<file path="config.mk">
export PLATFORM = sky130hd
export DESIGN_NAME = button_press_decoder
export DESIGN_NICKNAME = d
export VERILOG_FILES = /design/src/rtl/button_press_decoder_pkg.sv /design/src/rtl/button_press_decoder_press_timer.sv /design/src/rtl/button_press_decoder.sv
export SDC_FILE = /design/constraint.sdc
export NUM_CORES = 1
export LEC_CHECK = 0
export BUFFER_PORTS_ARGS = -buffer_cell sky130_fd_sc_hd__buf_2
export CAP_MARGIN = 25
export CORE_ASPECT_RATIO = 0.9
export CORE_MARGIN = 2
export CORE_UTILIZATION = 50
export DETAILED_ROUTE_END_ITERATION = 12
export PLACE_DENSITY_LB_ADDON = 0.1
export RECOVER_POWER = 25
export SYNTH_ARGS = -nofsm -noshare
export SYNTH_HDL_FRONTEND = slang
export SYNTH_SLANG_ARGS = --single-unit
</file>
<file path="constraint.sdc">
create_clock -name clk -period 2.7 [get_ports clk]
set_clock_uncertainty 0.1 [all_clocks]
set_input_delay 0.27 -clock clk [delete_from_list [all_inputs] [get_ports clk]]
set_output_delay 0.27 -clock clk [all_outputs]
set_load 0.03 [all_outputs]
</file>
<file path="src/rtl/button_press_decoder_pkg.sv">
// Shared state encoding and default timing constants for the button press decoder.
`timescale 1ns/100ps
package button_press_decoder_pkg;

   localparam logic [1:0] S_IDLE      = 2'd0;
   localparam logic [1:0] S_PRESSED   = 2'd1;
   localparam logic [1:0] S_LONG_HELD = 2'd2;

   localparam int CLOCK_FREQ        = 32'sd5000;
   localparam int DEF_LONG_TIME     = CLOCK_FREQ / 32'sd2;
   localparam int DEF_REPEAT_TIME   = CLOCK_FREQ / 32'sd10;

   // Counter must hold the larger of the two thresholds.
   function automatic int cnt_width(input int long_time, input int repeat_time);
      int max_v;
      if (long_time > repeat_time) begin
         max_v = long_time;
      end else begin
         max_v = repeat_time;
      end
      return $clog2(max_v + 32'sd1);
   endfunction

endpackage

</file>
<file path="src/rtl/button_press_decoder_press_timer.sv">
// Load-to-1 / increment counter with terminal compare against a selectable limit.
`timescale 1ns/100ps
module press_timer #(
   parameter int W = 8
) (
   input  logic         clk,
   input  logic         rst,
   input  logic         clr,
   input  logic         load,
   input  logic [W-1:0] limit,
   output logic         hit
);

   localparam logic [W-1:0] ONE  = W'(1);
   localparam logic [W-1:0] ZERO = W'(0);

   logic [W-1:0] cnt_r;

   // Counter: clear wins over load, otherwise count up by one.
   always_ff @(posedge clk or negedge rst) begin
      if (!rst) begin
         cnt_r <= ZERO;
      end else if (clr) begin
         cnt_r <= ZERO;
      end else if (load) begin
         cnt_r <= ONE;
      end else begin
         cnt_r <= cnt_r + ONE;
      end
   end

   assign hit = (cnt_r == limit);

endmodule

</file>
<file path="src/rtl/button_press_decoder.sv">
// Classifies a debounced button level into short, long and auto-repeat press pulses.
`timescale 1ns/100ps
module button_press_decoder
   import button_press_decoder_pkg::*;
#(
   parameter int LONG_TIME   = DEF_LONG_TIME,
   parameter int REPEAT_TIME = DEF_REPEAT_TIME,
   parameter bit REPEAT_EN   = 1'b1
) (
   input  logic clk,
   input  logic rst,
   input  logic debounced_button,
   output logic short_press,
   output logic long_press,
   output logic repeat_press,
   output logic held
);

   localparam int CNT_W = cnt_width(LONG_TIME, REPEAT_TIME);
   localparam logic [CNT_W-1:0] LONG_LIM   = CNT_W'(LONG_TIME);
   localparam logic [CNT_W-1:0] REPEAT_LIM = CNT_W'(REPEAT_TIME);

   logic [1:0]       state_r;
   logic [1:0]       state_nxt_s;
   logic             short_nxt_s;
   logic             long_nxt_s;
   logic             repeat_nxt_s;
   logic             clr_s;
   logic             load_s;
   logic             hit_s;
   logic [CNT_W-1:0] limit_s;
   logic             short_press_r;
   logic             long_press_r;
   logic             repeat_press_r;
   logic             held_r;

   // Threshold selection: hold threshold while pressed, repeat period while long-held.
   always_comb begin
      if (state_r == S_LONG_HELD) begin
         limit_s = REPEAT_LIM;
      end else begin
         limit_s = LONG_LIM;
      end
   end

   press_timer #(
      .W(CNT_W)
   ) u_press_timer (
      .clk   (clk),
      .rst   (rst),
      .clr   (clr_s),
      .load  (load_s),
      .limit (limit_s),
      .hit   (hit_s)
   );

   // Next-state and pulse decode; a release always takes priority over a threshold hit.
   always_comb begin
      state_nxt_s  = state_r;
      short_nxt_s  = 1'b0;
      long_nxt_s   = 1'b0;
      repeat_nxt_s = 1'b0;
      clr_s        = 1'b0;
      load_s       = 1'b0;
      case (state_r)
         S_IDLE: begin
            if (debounced_button) begin
               state_nxt_s = S_PRESSED;
               load_s      = 1'b1;
            end else begin
               clr_s = 1'b1;
            end
         end
         S_PRESSED: begin
            if (!debounced_button) begin
               state_nxt_s = S_IDLE;
               short_nxt_s = 1'b1;
               clr_s       = 1'b1;
            end else if (hit_s) begin
               state_nxt_s = S_LONG_HELD;
               long_nxt_s  = 1'b1;
               load_s      = 1'b1;
            end else begin
               state_nxt_s = S_PRESSED;
            end
         end
         S_LONG_HELD: begin
            if (!debounced_button) begin
               state_nxt_s = S_IDLE;
               clr_s       = 1'b1;
            end else if (hit_s) begin
               repeat_nxt_s = REPEAT_EN;
               load_s       = 1'b1;
            end else begin
               state_nxt_s = S_LONG_HELD;
            end
         end
         default: begin
            state_nxt_s = S_IDLE;
            clr_s       = 1'b1;
         end
      endcase
   end

   // State and registered outputs.
   always_ff @(posedge clk or negedge rst) begin
      if (!rst) begin
         state_r        <= S_IDLE;
         short_press_r  <= 1'b0;
         long_press_r   <= 1'b0;
         repeat_press_r <= 1'b0;
         held_r         <= 1'b0;
      end else begin
         state_r        <= state_nxt_s;
         short_press_r  <= short_nxt_s;
         long_press_r   <= long_nxt_s;
         repeat_press_r <= repeat_nxt_s;
         held_r         <= (state_nxt_s != S_IDLE);
      end
   end

   assign short_press  = short_press_r;
   assign long_press   = long_press_r;
   assign repeat_press = repeat_press_r;
   assign held         = held_r;

endmodule

</file>
==> metrics.cfg, run 1 <==
[outcome]
outcome=finished, final reports clean

[die]
core_sq_um=1896
dieArea_sq_um=2363
rows=15
fp.dieH_microns=46.32
io_pins=7
initial_core_util=0.5248
dieWidth_microns=51.02

[timing]
rsz0062_at_grt=false
slew_viol_final=0
period_needed_ns=2.122
setup_violations=0
hold_viol_final=0
worst_slew_pin_slew_ns=0.9406
relSlewSlack=0.3730
period_share=0.7860
fmax_mhz=471.2
setup-tns-final_ns=0

[cts]
worstSkewPairLatency_ns=0.29
cts_resized=0
clkTransAtPathRegs_ns=0.10
cts_hold_buf=1
post_cts_buffers=0
cts-root-buf=clkbuf_4
cts_tree=built
cts_sinks=18
cts_max_level=1
numCtsBuffers=3
cts_max_path_buffers=2

[critical_path]
endpoint_kind=flip-flop
reg2reg_slack_ns=0.58
cp_slowest_cell=o221ai_2
worst_r2r_path_depth=6
worstPathCellList=inv_1, ha_1, nor4b_4, o211ai_4, o221ai_2, nor2_1
rr_endpoint=u_press_timer.cnt_r[6]
cp_data_arrival_time_ns=2.18
startpoint=state_r[0]
crit_fanout=11
reg2reg_from=state_r[0]
slowest_delay_ns=0.47
critPathKind=flip-flop to flip-flop
crit_required_ns=2.76
start_kind=flip-flop

[power_and_ir_drop]
power_frac_clock=0.252
p_per_area_nw_per_um2=587.5
peakVddDrop_uv=307.6
p_comb_frac=0.250
swShare=0.3260
p_total_uw=642.5
power.switching_uw=209.4
power_leakage_nw=0.4608
seqPwrFrac=0.498
p_int_uw=433.0

[logic_synthesis]
synth_warnings=0
synth-async-reset-ratio=1.000
synth_area_leaders=dfrtp_1 (45%), ha_1 (8.8%), xnor2_1 (7.9%)
synth_nets=108
yosys.area.top_type=dfrtp_1
syn_area_per_cell_sq_um=10.15
synth_ff_type=dfrtp_1
synth.distinct_cells=26
synth-seq-cells=18
synth_cells=98
synth_edf_count=0
yosysSeqAreaShare=0.4528
synth_area_sq_um=994.7
netlist.area_leader.share=0.4528

[worst_hold_path]
holdPathStages=2
hold_path_end=short_press
hp-start=debounced_button
hp-class=input pin to flip-flop

[final_layout]
fin_nets=119
multi_input_area_sq_um=499.2
post_route_cells_drive_above_1_share=0.1389
diodes=0
regArea_sq_um=450.4
area_growth_pct=9.937
fill_cells=171

[global_route]
grt_pass1_wl_microns=2822
antenna_found_initial=0
grt_overflow=0
track_usage=0.1688
grt_pass1_vias=649
grt_max_degree=19

[detailed_routing]
wl_per_cell_microns=12.00
via_per_inst=5.098
vias=678
ant_nets=0
drtIter0Drc=6
drc=0
drtPass1Iterations=4
totalWireLength_microns=1596

[placed_design]
place_congestion=0.8019
port_buffers=6
hpwlAfterDp_microns=1192

[run]
drv_cap=0

[layout make-up]
type,instances,area share
Clock buffer,4,0.03318
Inverter,10,0.03432
Multi-Input combinational cell,69,0.4565
Timing Repair Buffer,7,0.03547
Sequential cell,18,0.4119
Tap cell,25,0.02860
[power by group through the flow]
stage / sequential [mW] / clock [mW] / combinational [mW]
6_report: 0.320 / 0.162 / 0.160
5_1_grt: 0.327 / 0.184 / 0.185
4_1_cts: 0.321 / 0.172 / 0.162
3_5_place_dp: 0.327 / 0 / 0.161
3_3_place_gp: 0.324 / 0 / 0.157
2_1_floorplan: 0.347 / 0 / 0.0964
[Yosys cell counts (2+ instances only)]
cell,count
a21oi_1,2
dfrtp_1,18
ha_1,7
inv_1,10
mux2_1,2
nand2_1,6
nand3_1,4
nor2_1,18
nor2b_1,2
nor3_1,3
o21ai_0,3
xnor2_1,9
[kinds of logic after synthesis]
kind of cell / share of synthesized area
muxes: 0.02264
AOI/OAI and AO/OA: 0.08050
and+or+nand+nor: 0.2226
buffers and inverters: 0.04529
adders and majority gates: 0.08805
DFF: 0.4528
xor gates and xnor gates: 0.08806
[state kept, by name, summed over array words and instances, names as in the netlist]
register / cells
repeat_press: 1
u_press_timer.cnt_r: 12
short_press: 1
held: 1
long_press: 1
state_r: 2
[worst max-delay path by stage]
stage | slack, ns | depth (start not counted) | to
global placement | 0.61 | 6 | u_press_timer.cnt_r[3]
global route | 0.36 | 6 | u_press_timer.cnt_r[6]
floorplan | 0.86 | 6 | state_r[0]
finish | 0.58 | 6 | u_press_timer.cnt_r[6]
CTS | 0.56 | 6 | u_press_timer.cnt_r[3]
detailed placement | 0.56 | 6 | u_press_timer.cnt_r[6]
[layout by cell type, fill, tap and decap left out, drive strengths merged]
master       instances
o211ai               1
nor2                18
and4bb               1
and4b                2
a41oi                1
xnor2                9
nand3                4
ha                   7
o221ai               1
dfrtp               18
nor2b                2
o311a                1
nand2                6
clkbuf               5
dlygate4sd3          1
buf                  5
o21ai                3
xor2                 1
nor3                 3
nand4                1
nand2b               1
nor4                 1
nor4b                1
and2                 1
inv                 10
a21oi                2
mux2                 2
[worst max-delay path, delay by kind of cell, from the launching register on]
family / cells / cell delay (ns)
flip-flops: 1 / 0.45
AND/OR/NAND/NOR: 2 / 0.44
adder cells (fa/ha/maj): 1 / 0.26
buffers and inverters: 1 / 0.09
AO/OA/AOI/OAI: 2 / 0.63
[per-stage QoR]
| stage | area, sq um | setup WS, ns | utilization | instances | hold WS (ns) |
|---|---|---|---|---|---|
| 2_1_floorplan | 994.7 | 0.8629 | - | 98 | -0.1256 |
| 3_3_place_gp | 1049 | 0.6079 | 0.5531 | 128 | 0.1212 |
| 3_5_place_dp | 1049 | 0.5649 | 0.5531 | 128 | 0.1263 |
| 4_1_cts | 1095 | 0.5604 | 0.5776 | 133 | 0.09454 |
| 5_1_grt | 1094 | 0.3616 | 0.5769 | 133 | 0.1039 |
| 6_report | 1094 | 0.5779 | 0.5769 | 133 | 0.1136 |
[routing by layer]
layer	vias to the layer above	GRT usage	wire length [microns]
met5	-	0	0
met4	0	0.04865	0
met3	0	0.06818	72
met2	12	0.2701	714
met1	317	0.2122	809
li1	349	-	-
No activity file was read; power rests on OpenSTA's default activity.
==> run 2: changes to the inputs <==
clock period = 1.8 ns   (was 2.7 ns; I/O delays follow)
==> run 2 against run 1 <==
  * Register-to-register slack worse by 0.51 ns
  * Total power grew 62%
  * Critical endpoint is now state_r[1]
  * Cell area up 7.4%
  * Final cell count rose by 4.5%
  * Critical path type unchanged
==> metrics.cfg, run 2 (synthesized netlist as in run 1, its figures left out) <==
[outcome]
outcome=finished, final reports clean

[power_and_ir_drop]
p_total_mw=1.039
p_per_area_nw_per_um2=884.7
peakVddDrop_uv=610.1
power_leakage_nw=0.5027

[cts]
clkTransAtPathRegs_ns=0.11
worstSkewPairLatency_ns=0.29
cts_sinks=18
cts_tree=built
numCtsBuffers=3
cts_max_level=1
cts-root-buf=clkbuf_4
cts_max_path_buffers=2

[final_layout]
diodes=0
final_cell_mix=dfrtp_1 (18), nor2_1 (17), inv_1 (9), xnor2_1 (9)
regArea_sq_um=450.4
largest_reg_flops=12
final_area_sq_um=1175
regMostFlops=u_press_timer.cnt_r
fill_cells=155
multi_input_area_sq_um=529.3
fin_nets=125
largest_registers=u_press_timer.cnt_r (12), state_r (2)
post_route_cells_drive_above_1_share=0.2368
utilization=0.6198
layout_commonest_cell=dfrtp_1
area_growth_pct=18.11

[die]
dieArea_sq_um=2363
core_sq_um=1896
dieWidth_microns=51.02
rows=15
initial_core_util=0.5248
io_pins=7
fp.dieH_microns=46.32

[critical_path]
cp_num_buf_inv=0
crit_required_ns=1.93
cp_data_arrival_time_ns=1.87
cpLargestDelayFamily=flip-flops
slowest_delay_ns=0.43
crit_fanout=6
critPathKind=flip-flop to flip-flop
worstPathCellList=ha_4, and4b_1, o211ai_4, mux2_4, a21oi_2
endpoint_kind=flip-flop
start_kind=flip-flop
cp_slowest_cell=dfrtp_1

[timing]
whs_ns=0.4391
period_share=0.9636
setup-tns-final_ns=0
setup_violations=0
relSlewSlack=0.3572
period_needed_ns=1.734
worst_slew_pin_slew_ns=0.9643
fmax_mhz=576.6
rsz0062_at_grt=false
hold_viol_final=0
slew_viol_final=0

[detailed_routing]
drtPass1Iterations=4
drc=0
wl_per_cell_microns=12.33
via_per_inst=4.993
totalWireLength_microns=1714
vias=694
ant_nets=0
drtIter0Drc=4

[global_route]
track_usage=0.1721
grt_max_degree=19
antenna_found_initial=0
grt_pass1_wl_microns=2870
grt_pass1_vias=616
grt_overflow=0

[placed_design]
place_congestion=0.8059
hpwlAfterDp_microns=1239
port_buffers=6
dpl_cell_area_sq_um=1096

[run]
drv_cap=0

[worst_hold_path]
hp-class=input pin to async pin

==> run 2: cell count changes in the layout (fill, tap and decap cells not counted), moves of 2 or more <==
cell     change
buf_4        +4
a21oi_1      -2
a21oi_2      +2
mux2_1       -2
mux2_4       +2
==> run 2: routing by layer <==
metal	wire (microns)	vias up	part of all wire	global-route usage
li1	-	357	-	-
met4	36	0	0.021	0.08108
met2	693	11	0.40	0.2442
met3	56	4	0.033	0.03896
met5	0	-	0	0
met1	928	322	0.54	0.2490
==> run 2: area by class of cell <==
class	count	share of cell area
inverters	10	0.03195
repair buffers	13	0.07668
clock buffers	4	0.03088
multi-input cells	69	0.4505
flip-flops and latches	18	0.3834
well taps	25	0.02662
==> run 2: path summary, 6_finish.rpt <==
path / slack [ns] / start / cells past startpoint / to
max: 0.07 / state_r[1] / 5 / state_r[1]
min: 0.44 / rst / 2 / state_r[1]
max reg2reg: 0.07 / state_r[1] / 5 / state_r[1]
min reg2reg: 0.49 / u_press_timer.cnt_r[6] / 2 / u_press_timer.cnt_r[6]
max in group asynchronous: 0.58 / rst / 2 / u_press_timer.cnt_r[0]
min in group clk: 0.49 / u_press_timer.cnt_r[6] / 2 / u_press_timer.cnt_r[6]
==> run 2: stage by stage <==
stage / instances / worst slack (ns)
floorplan: 98 / 0.008162
global placement: 132 / 0.06916
detailed placement: 132 / 0.03466
CTS: 138 / 0.004055
global route: 139 / 0.01904
finish: 139 / 0.06555
==> run 2: where the power goes <==
group	internal, mW	leakage, nW	switching (mW)
Clock	0.123	0.0210	0.131
Combinational	0.124	0.239	0.198
Sequential	0.444	0.243	0.0191
Total	0.691	0.503	0.348
==> run 2: what timing repair did <==
| action | CTS | global route |
|---|---|---|
| setup buffers | 0 | 1 |
| hold buffers | 2 | 0 |
| endpoints found under the hold margin | 19 | 0 |
| gates resized for setup | 0 | 4 |
| setup endpoints to repair | 0 | 15 |
